`src/rtl/fifo2nfifo_pkg.sv`:
```
// Shared widths and helpers for the single-writer, multi-flow FIFO.
package fifo2nfifo_pkg;

  localparam int DEF_DATA_WIDTH = 64;
  localparam int DEF_FLOWS      = 2;
  localparam int DEF_BLOCK_SIZE = 16;

  // Smallest r with 2**r >= value.
  function automatic int log2(input int value);
    int result;
    result = 0;
    while ((1 << result) < value) result++;
    return result;
  endfunction

  // Head/tail pointer width inside one flow buffer.
  function automatic int ptr_width(input int block_size);
    return log2(block_size);
  endfunction

  // Occupancy counter width; one extra bit so a full buffer is representable.
  function automatic int count_width(input int block_size);
    return log2(block_size) + 1;
  endfunction

  // Flow index width; never narrower than one bit.
  function automatic int flow_width(input int flows);
    return (flows > 1) ? log2(flows) : 1;
  endfunction

endpackage

```
`src/rtl/fifo2nfifo_if.sv`:
```
// Producer/consumer bundle of the multi-flow FIFO: one write channel, FLOWS read ports.
interface fifo2nfifo_if #(
  parameter int DATA_WIDTH = 64,
  parameter int FLOWS      = 2,
  parameter int BLOCK_SIZE = 16
);
  import fifo2nfifo_pkg::*;

  localparam int WORD_W  = DATA_WIDTH / FLOWS;
  localparam int FLOW_W  = flow_width(FLOWS);
  localparam int COUNT_W = count_width(BLOCK_SIZE);

  logic [WORD_W-1:0]        DATA_IN;
  logic [FLOW_W-1:0]        BLOCK_ADDR;
  logic                     WRITE;
  logic [FLOWS-1:0]         FULL;
  logic [DATA_WIDTH-1:0]    DATA_OUT;
  logic [FLOWS-1:0]         DATA_VLD;
  logic [FLOWS-1:0]         READ;
  logic [FLOWS-1:0]         EMPTY;
  logic [FLOWS*COUNT_W-1:0] STATUS;

  modport master (
    output DATA_IN, BLOCK_ADDR, WRITE, READ,
    input  FULL, DATA_OUT, DATA_VLD, EMPTY, STATUS
  );

  modport slave (
    input  DATA_IN, BLOCK_ADDR, WRITE, READ,
    output FULL, DATA_OUT, DATA_VLD, EMPTY, STATUS
  );

endinterface

```
`src/rtl/fifo2nfifo_mem.sv`:
```
// Shared storage for all flow buffers: one write port, one asynchronous read port per flow.
module fifo2nfifo_mem import fifo2nfifo_pkg::*; #(
  parameter int WIDTH      = 32,
  parameter int FLOWS      = 2,
  parameter int BLOCK_SIZE = 16,
  parameter int LUT_MEMORY = 1,
  parameter int ADDR_W     = 5
) (
  input  logic                    clk,
  input  logic                    we,
  input  logic [ADDR_W-1:0]       waddr,
  input  logic [WIDTH-1:0]        wdata,
  input  logic [FLOWS*ADDR_W-1:0] raddr,
  output logic [FLOWS*WIDTH-1:0]  rdata
);

  localparam int DEPTH = FLOWS * BLOCK_SIZE;

  generate
    if (LUT_MEMORY != 0) begin : g_lut
      logic [WIDTH-1:0] ram [DEPTH];

      // Distributed RAM: addressed write, contents deliberately never reset
      always_ff @(posedge clk) begin
        if (we) ram[waddr] <= wdata;
      end

      for (genvar f = 0; f < FLOWS; f++) begin : g_rd
        assign rdata[f*WIDTH +: WIDTH] = ram[raddr[f*ADDR_W +: ADDR_W]];
      end
    end else begin : g_ff
      logic [WIDTH-1:0] regs [DEPTH];

      // Flip-flop array: only the addressed word loads, contents never reset
      always_ff @(posedge clk) begin
        for (int w = 0; w < DEPTH; w++) begin
          if (we && (waddr == ADDR_W'(w))) regs[w] <= wdata;
        end
      end

      for (genvar f = 0; f < FLOWS; f++) begin : g_rd
        assign rdata[f*WIDTH +: WIDTH] = regs[raddr[f*ADDR_W +: ADDR_W]];
      end
    end
  endgenerate

endmodule

```
`src/rtl/fifo2nfifo.sv`:
```
// Demultiplexes one tagged write stream into FLOWS private circular buffers,
// each with its own read port, registered flags and occupancy count.
module fifo2nfifo import fifo2nfifo_pkg::*; #(
  parameter int DATA_WIDTH = 64,
  parameter int FLOWS      = 2,
  parameter int BLOCK_SIZE = 16,
  parameter int LUT_MEMORY = 1,
  parameter int GLOB_STATE = 0
) (
  input  logic        CLK,
  input  logic        RESET,
  fifo2nfifo_if.slave bus
);

  localparam int WORD_W  = DATA_WIDTH / FLOWS;
  localparam int FLOW_W  = flow_width(FLOWS);
  localparam int PTR_W   = ptr_width(BLOCK_SIZE);
  localparam int COUNT_W = count_width(BLOCK_SIZE);
  localparam int ADDR_W  = FLOW_W + PTR_W;
  localparam logic [COUNT_W-1:0] FULL_COUNT = COUNT_W'(BLOCK_SIZE);

  logic [PTR_W-1:0]         tail_vec [FLOWS];
  logic [FLOWS*ADDR_W-1:0]  rd_addr;
  logic [FLOWS*WORD_W-1:0]  rd_data;
  logic [ADDR_W-1:0]        wr_addr;
  logic                     mem_we;
  logic [FLOWS-1:0]         wr_acc;
  logic [FLOWS-1:0]         rd_acc;
  logic [FLOWS-1:0]         full_flow;
  logic [FLOWS-1:0]         empty_flag;
  logic [FLOWS-1:0]         vld_flag;
  logic [DATA_WIDTH-1:0]    data_out;
  logic [FLOWS*COUNT_W-1:0] status;

  // Flow index forms the upper address bits, so each flow owns a BLOCK_SIZE slice.
  assign wr_addr = {bus.BLOCK_ADDR, tail_vec[bus.BLOCK_ADDR]};
  assign mem_we  = |wr_acc;

  fifo2nfifo_mem #(
    .WIDTH      (WORD_W),
    .FLOWS      (FLOWS),
    .BLOCK_SIZE (BLOCK_SIZE),
    .LUT_MEMORY (LUT_MEMORY),
    .ADDR_W     (ADDR_W)
  ) u_mem (
    .clk   (CLK),
    .we    (mem_we),
    .waddr (wr_addr),
    .wdata (bus.DATA_IN),
    .raddr (rd_addr),
    .rdata (rd_data)
  );

  generate
    for (genvar i = 0; i < FLOWS; i++) begin : g_flow
      logic [PTR_W-1:0]   head;
      logic [PTR_W-1:0]   tail;
      logic [COUNT_W-1:0] count;
      logic [COUNT_W-1:0] count_nxt;
      logic [WORD_W-1:0]  dout;
      logic               full_r;
      logic               empty_r;
      logic               vld_r;

      assign wr_acc[i]  = bus.WRITE && (bus.BLOCK_ADDR == FLOW_W'(i)) && (count != FULL_COUNT);
      assign rd_acc[i]  = bus.READ[i] && (count != '0);
      assign count_nxt  = count + COUNT_W'(wr_acc[i]) - COUNT_W'(rd_acc[i]);
      assign tail_vec[i] = tail;
      assign rd_addr[i*ADDR_W +: ADDR_W] = {FLOW_W'(i), head};

      // Per-flow pointers, count, flags and read register; flags follow the next count
      always_ff @(posedge CLK or negedge RESET) begin
        if (!RESET) begin
          head    <= '0;
          tail    <= '0;
          count   <= '0;
          dout    <= '0;
          vld_r   <= 1'b0;
          full_r  <= 1'b0;
          empty_r <= 1'b1;
        end else begin
          if (wr_acc[i]) tail <= tail + PTR_W'(1);
          if (rd_acc[i]) begin
            head <= head + PTR_W'(1);
            dout <= rd_data[i*WORD_W +: WORD_W];
          end
          vld_r   <= rd_acc[i];
          count   <= count_nxt;
          full_r  <= (count_nxt == FULL_COUNT);
          empty_r <= (count_nxt == '0);
        end
      end

      assign data_out[i*WORD_W +: WORD_W]  = dout;
      assign status[i*COUNT_W +: COUNT_W]  = count;
      assign full_flow[i]  = full_r;
      assign empty_flag[i] = empty_r;
      assign vld_flag[i]   = vld_r;
    end
  endgenerate

  // Global mode reports any full flow on every FULL bit; drops still use the own count.
  assign bus.FULL     = (GLOB_STATE != 0) ? {FLOWS{|full_flow}} : full_flow;
  assign bus.EMPTY    = empty_flag;
  assign bus.DATA_VLD = vld_flag;
  assign bus.DATA_OUT = data_out;
  assign bus.STATUS   = status;

endmodule

```
`src/flat_wrapper.sv`:
```
// flat-port wrapper written by rule: the top's interface ports become plain ports
module fifo2nfifo_flat import fifo2nfifo_pkg::*;
#(
  parameter int DATA_WIDTH = 64,
  parameter int FLOWS      = 2,
  parameter int BLOCK_SIZE = 16,
  parameter int LUT_MEMORY = 1,
  parameter int GLOB_STATE = 0
)
  (CLK, RESET, bus_DATA_IN, bus_BLOCK_ADDR, bus_WRITE, bus_READ, bus_FULL, bus_DATA_OUT, bus_DATA_VLD, bus_EMPTY, bus_STATUS);
  fifo2nfifo_if #(.DATA_WIDTH(DATA_WIDTH), .FLOWS(FLOWS), .BLOCK_SIZE(BLOCK_SIZE)) bus_i ();
  input  logic CLK;
  input  logic RESET;
  input wire logic [$bits(bus_i.DATA_IN)-1:0] bus_DATA_IN;
  input wire logic [$bits(bus_i.BLOCK_ADDR)-1:0] bus_BLOCK_ADDR;
  input wire logic [$bits(bus_i.WRITE)-1:0] bus_WRITE;
  input wire logic [$bits(bus_i.READ)-1:0] bus_READ;
  output wire logic [$bits(bus_i.FULL)-1:0] bus_FULL;
  output wire logic [$bits(bus_i.DATA_OUT)-1:0] bus_DATA_OUT;
  output wire logic [$bits(bus_i.DATA_VLD)-1:0] bus_DATA_VLD;
  output wire logic [$bits(bus_i.EMPTY)-1:0] bus_EMPTY;
  output wire logic [$bits(bus_i.STATUS)-1:0] bus_STATUS;
  assign bus_i.DATA_IN = bus_DATA_IN;
  assign bus_i.BLOCK_ADDR = bus_BLOCK_ADDR;
  assign bus_i.WRITE = bus_WRITE;
  assign bus_i.READ = bus_READ;
  assign bus_FULL = bus_i.FULL;
  assign bus_DATA_OUT = bus_i.DATA_OUT;
  assign bus_DATA_VLD = bus_i.DATA_VLD;
  assign bus_EMPTY = bus_i.EMPTY;
  assign bus_STATUS = bus_i.STATUS;
  fifo2nfifo #(.DATA_WIDTH(DATA_WIDTH), .FLOWS(FLOWS), .BLOCK_SIZE(BLOCK_SIZE), .LUT_MEMORY(LUT_MEMORY), .GLOB_STATE(GLOB_STATE)) u_core (.CLK(CLK), .RESET(RESET), .bus(bus_i));
endmodule
```
`config.mk`:
```
export PLATFORM = sky130hd
export DESIGN_NAME = fifo2nfifo_flat
export DESIGN_NICKNAME = d
export VERILOG_FILES = /design/src/rtl/fifo2nfifo_pkg.sv /design/src/rtl/fifo2nfifo_if.sv /design/src/rtl/fifo2nfifo_mem.sv /design/src/rtl/fifo2nfifo.sv /design/src/flat_wrapper.sv
export SDC_FILE = /design/constraint.sdc
export NUM_CORES = 1
export LEC_CHECK = 0
export BUFFER_PORTS_ARGS = -buffer_cell sky130_fd_sc_hd__buf_2
export CORE_UTILIZATION = 44
export CTS_BUF_LIST = sky130_fd_sc_hd__clkbuf_2 sky130_fd_sc_hd__clkbuf_4 sky130_fd_sc_hd__clkbuf_8
export DETAILED_ROUTE_END_ITERATION = 7
export PLACE_DENSITY_LB_ADDON = 0.12
export SLEW_MARGIN = 40
export SYNTH_ARGS = -nofsm -noshare
export SYNTH_HDL_FRONTEND = slang
export SYNTH_SLANG_ARGS = --single-unit
```
`constraint.sdc`:
```
create_clock -name CLK -period 6.1 [get_ports CLK]
set_input_delay 0.61 -clock CLK [delete_from_list [all_inputs] [get_ports CLK]]
set_output_delay 0.61 -clock CLK [all_outputs]
set_load 0.02 [all_outputs]
```
==> results.cfg <==
[floorplan]
die_h_um = 314
start_util_pct = 44.3
fp-row-count = 114
die_w_um = 314
die-area_um2 = 98500
io_pins = 118
core_um2 = 96600

[drt]
firstDrtPassIters = 5
postRouteAntennaNets = 0
wl_per_cell_um = 26.6
drt_iter0_drc = 1536
viasPerCell = 5.53
vias = 19825
drc_errors = 0
routed_wl_um = 95300

[final_layout]
synthToLayoutAreaGrowth_pct = 15.6
nNetsFinal = 2213
n_fill_cell = 7576
mostFrequentLayoutCells = edfxtp_1 (1,024), mux4_2 (256), clkbuf_8 (193), buf_2 (116), dfrtp_1 (88)
drive_gt1_share_pct = 37.1
fin_area_um2 = 49500
layout_commonest_cell = edfxtp_1
fin_util_pct = 51.2
finalNonFillerCells = 3584

[placement]
dp.cells = 3249
portBuffers = 117
dp_hpwl_um = 56000
place_area_um2 = 45900
pre_cts_slack_ps = 2480
globalplace.congestion = 0.745

[critical_path]
path_cells = inv_1 -> ha_1 -> inv_1 -> o41a_2 -> ha_1 -> inv_1 -> ha_1 -> inv_1 -> fa_1 -> inv_1 -> or3_1 -> nor4bb_1
cp_slowest_cell = o41a_2
worstSetupPathType = reg2reg
worst_path_most_repeated_cell = inv_1
path_max_fanout = 31
cp-end-kind = flip-flop
r2r-start = u_core.g_flow[1].count[2]$_DFF_PN0_
startpoint = u_core.g_flow[1].count[2]$_DFF_PN0_
worstPathRequired_ps = 6790
critPathArrivalTime_ps = 4220
cp_slowest_stage_delay_ps = 780
crit_path_start_kind = flip-flop

[clocking]
cts_setup_buffers = 0
clock_path_buffers = 3
insertion_delay_ps = 820
cts_root_buf = clkbuf_8
h-tree-depth = 4
cts.reportedPaths.clkPinSlew_ps = 60
ctsResizeCount = 0
cts_sinks = 1120
cts_buffers = 181
holdBufCountCts = 1
cts_tree = done

[logic_synthesis]
async_reset_ff_share_pct = 8.57
synthFlopType = edfxtp_1
synth_cells = 1892
synth_area_um2 = 42800
yosysSeqAreaShare_pct = 77.5
synth_warnings = 0
syn_nets = 1948
synth_edf_count = 1024
avgSynthCellArea_um2 = 22.6
ys_ff_latch = 1120
ys_types = 42

[timing]
layout_min_cycle_time_ps = 3530
slew_headroom_pct = 45.5
worstMarginPinSlew_ps = 818
skew_ps = 39.7
setup_ws_ps = 2570
finalSetupViolations = 0
max_freq_mhz = 283
finalHoldViolations = 0
fin_tns_setup_ps = 0
finalCritPeriodShare_pct = 57.9
slew_violations = 0
grt_setup_unrepaired = false

[global_routing]
use_met1_pct = 27.6
grt_max_degree = 96
met3_usage_pct = 3.48
grt_usage_pct = 19.7
grt_antenna_before_repair = 3
grt-busiest-layer = met2
grt_remaining_overflow = 0
grt_first_pass_wirelength_um = 142000
grt_pass1_vias = 20975
grtUsageMet2_pct = 31.9

[power_and_ir_drop]
powerDensity_nw_per_um2 = 444
ir_drop_mv = 0.227
p_leak_uw = 0.0161

[worst_hold_path]
hold_class = in2reg
min-delay-start = bus_BLOCK_ADDR

[job]
max_cap_violations = 0

[status]
outcome = complete, no violations
cell type report:
type	count	area [um^2]	area share, %
flip-flops and latches	1120	33200	67.1
repair buffers	194	1900	3.85
inverters	17	63.8	0.129
multi-input cells	643	9210	18.6
clock inverters	66	308	0.622
diodes	1	2.50	0.00506
clock buffers	267	3210	6.49
well taps	1276	1600	3.23
per-layer routing:
| metal | routed length (um) | share of wire, % | up-vias |
|---|---|---|---|
| met3 | 3740 | 3.9 | 148 |
| met1 | 42500 | 45 | 10673 |
| met2 | 47300 | 50 | 464 |
| met4 | 1790 | 1.9 | 0 |
| li1 | - | - | 8540 |
| met5 | 0 | 0 | - |
cells by family (layout without fill, tap and decap cells):
family | count (synthesis) | count (layout) | synth area share (%)
adder cells (fa/ha/maj) | 18 | 18 | 0.561
flip-flops | 1120 | 1120 | 77.5
other | 0 | 1 | 0
multiplexers | 328 | 328 | 15.2
AO/OA/AOI/OAI | 140 | 140 | 3.32
XOR/XNOR | 19 | 19 | 0.389
buffers and inverters | 129 | 544 | 1.62
AND/OR/NAND/NOR | 138 | 138 | 1.44
synth_stat cells, types with 2 or more instances:
cell type	number	area share, %
a21o_1	2	0.035
a21oi_1	4	0.047
a221oi_1	4	0.082
a221oi_2	60	2.1
and2_1	2	0.029
buf_1	4	0.035
buf_2	27	0.32
buf_4	27	0.47
buf_6	10	0.26
clkbuf_1	44	0.39
dfrtp_1	94	5.5
dfstp_2	2	0.12
edfxtp_1	1024	72
fa_1	2	0.094
ha_1	16	0.47
inv_1	16	0.14
mux2_1	2	0.053
mux2_2	4	0.11
mux2i_1	66	1.5
mux4_2	256	13
nand2_1	6	0.053
nand2b_1	4	0.058
nand3_1	5	0.058
nand3b_1	3	0.053
nand4_1	3	0.044
nor2_1	100	0.88
nor4bb_1	3	0.070
o22ai_1	65	0.95
o41a_1	2	0.053
or2_1	2	0.029
or3_1	4	0.058
or3b_2	2	0.041
xnor2_1	11	0.23
xor2_1	8	0.16
path summary, 6_finish.rpt:
kind	to	slack, ps	cells past startpoint
max	u_core.g_flow[1].full_r$_DFF_PN0_	2570	12
min	u_core.g_flow[1].tail[3]$_DFFE_PN0P_	220	3
max reg2reg	u_core.g_flow[1].full_r$_DFF_PN0_	2570	12
min reg2reg	u_core.g_flow[1].head[3]$_DFFE_PN0P_	530	1
max in group asynchronous	u_core.g_flow[0].head[3]$_DFFE_PN0P_	4660	3
min in group asynchronous	u_core.g_flow[1].dout[27]$_DFFE_PN0P_	320	2
worst max-delay path: cells and delay by family, from the launching register on:
kind                       cells  cell delay (ps)
and+or+nand+nor                2              690
adders and majority gates      4             1220
AOI/OAI and AO/OA              1              780
DFF                            1              390
buffers and inverters          5              290
state kept, by name, summed over array words and instances, names as in the netlist:
| name | cells |
|---|---|
| u_core.u_mem.g_lut.ram | 1024 |
| u_core.g_flow.empty_r | 2 |
| u_core.g_flow.head | 8 |
| u_core.g_flow.vld_r | 2 |
| u_core.g_flow.count | 10 |
| u_core.g_flow.dout | 64 |
| u_core.g_flow.tail | 8 |
| u_core.g_flow.full_r | 2 |
per-stage QoR:
step	hold slack [ps]	power, uW
after floorplan	314	14000
after global placement	486	15800
after detailed placement	518	16100
after CTS	119	22300
after global routing	166	23000
final	221	22000
power by group:
part           total [uW]  switching, uW  internal [uW]
logic                6130           3370           2760
clock network        6230           2860           3370
registers            9610            551           9060
total               22000           6790          15200
Note: power is estimated with default switching activity, not from simulation.
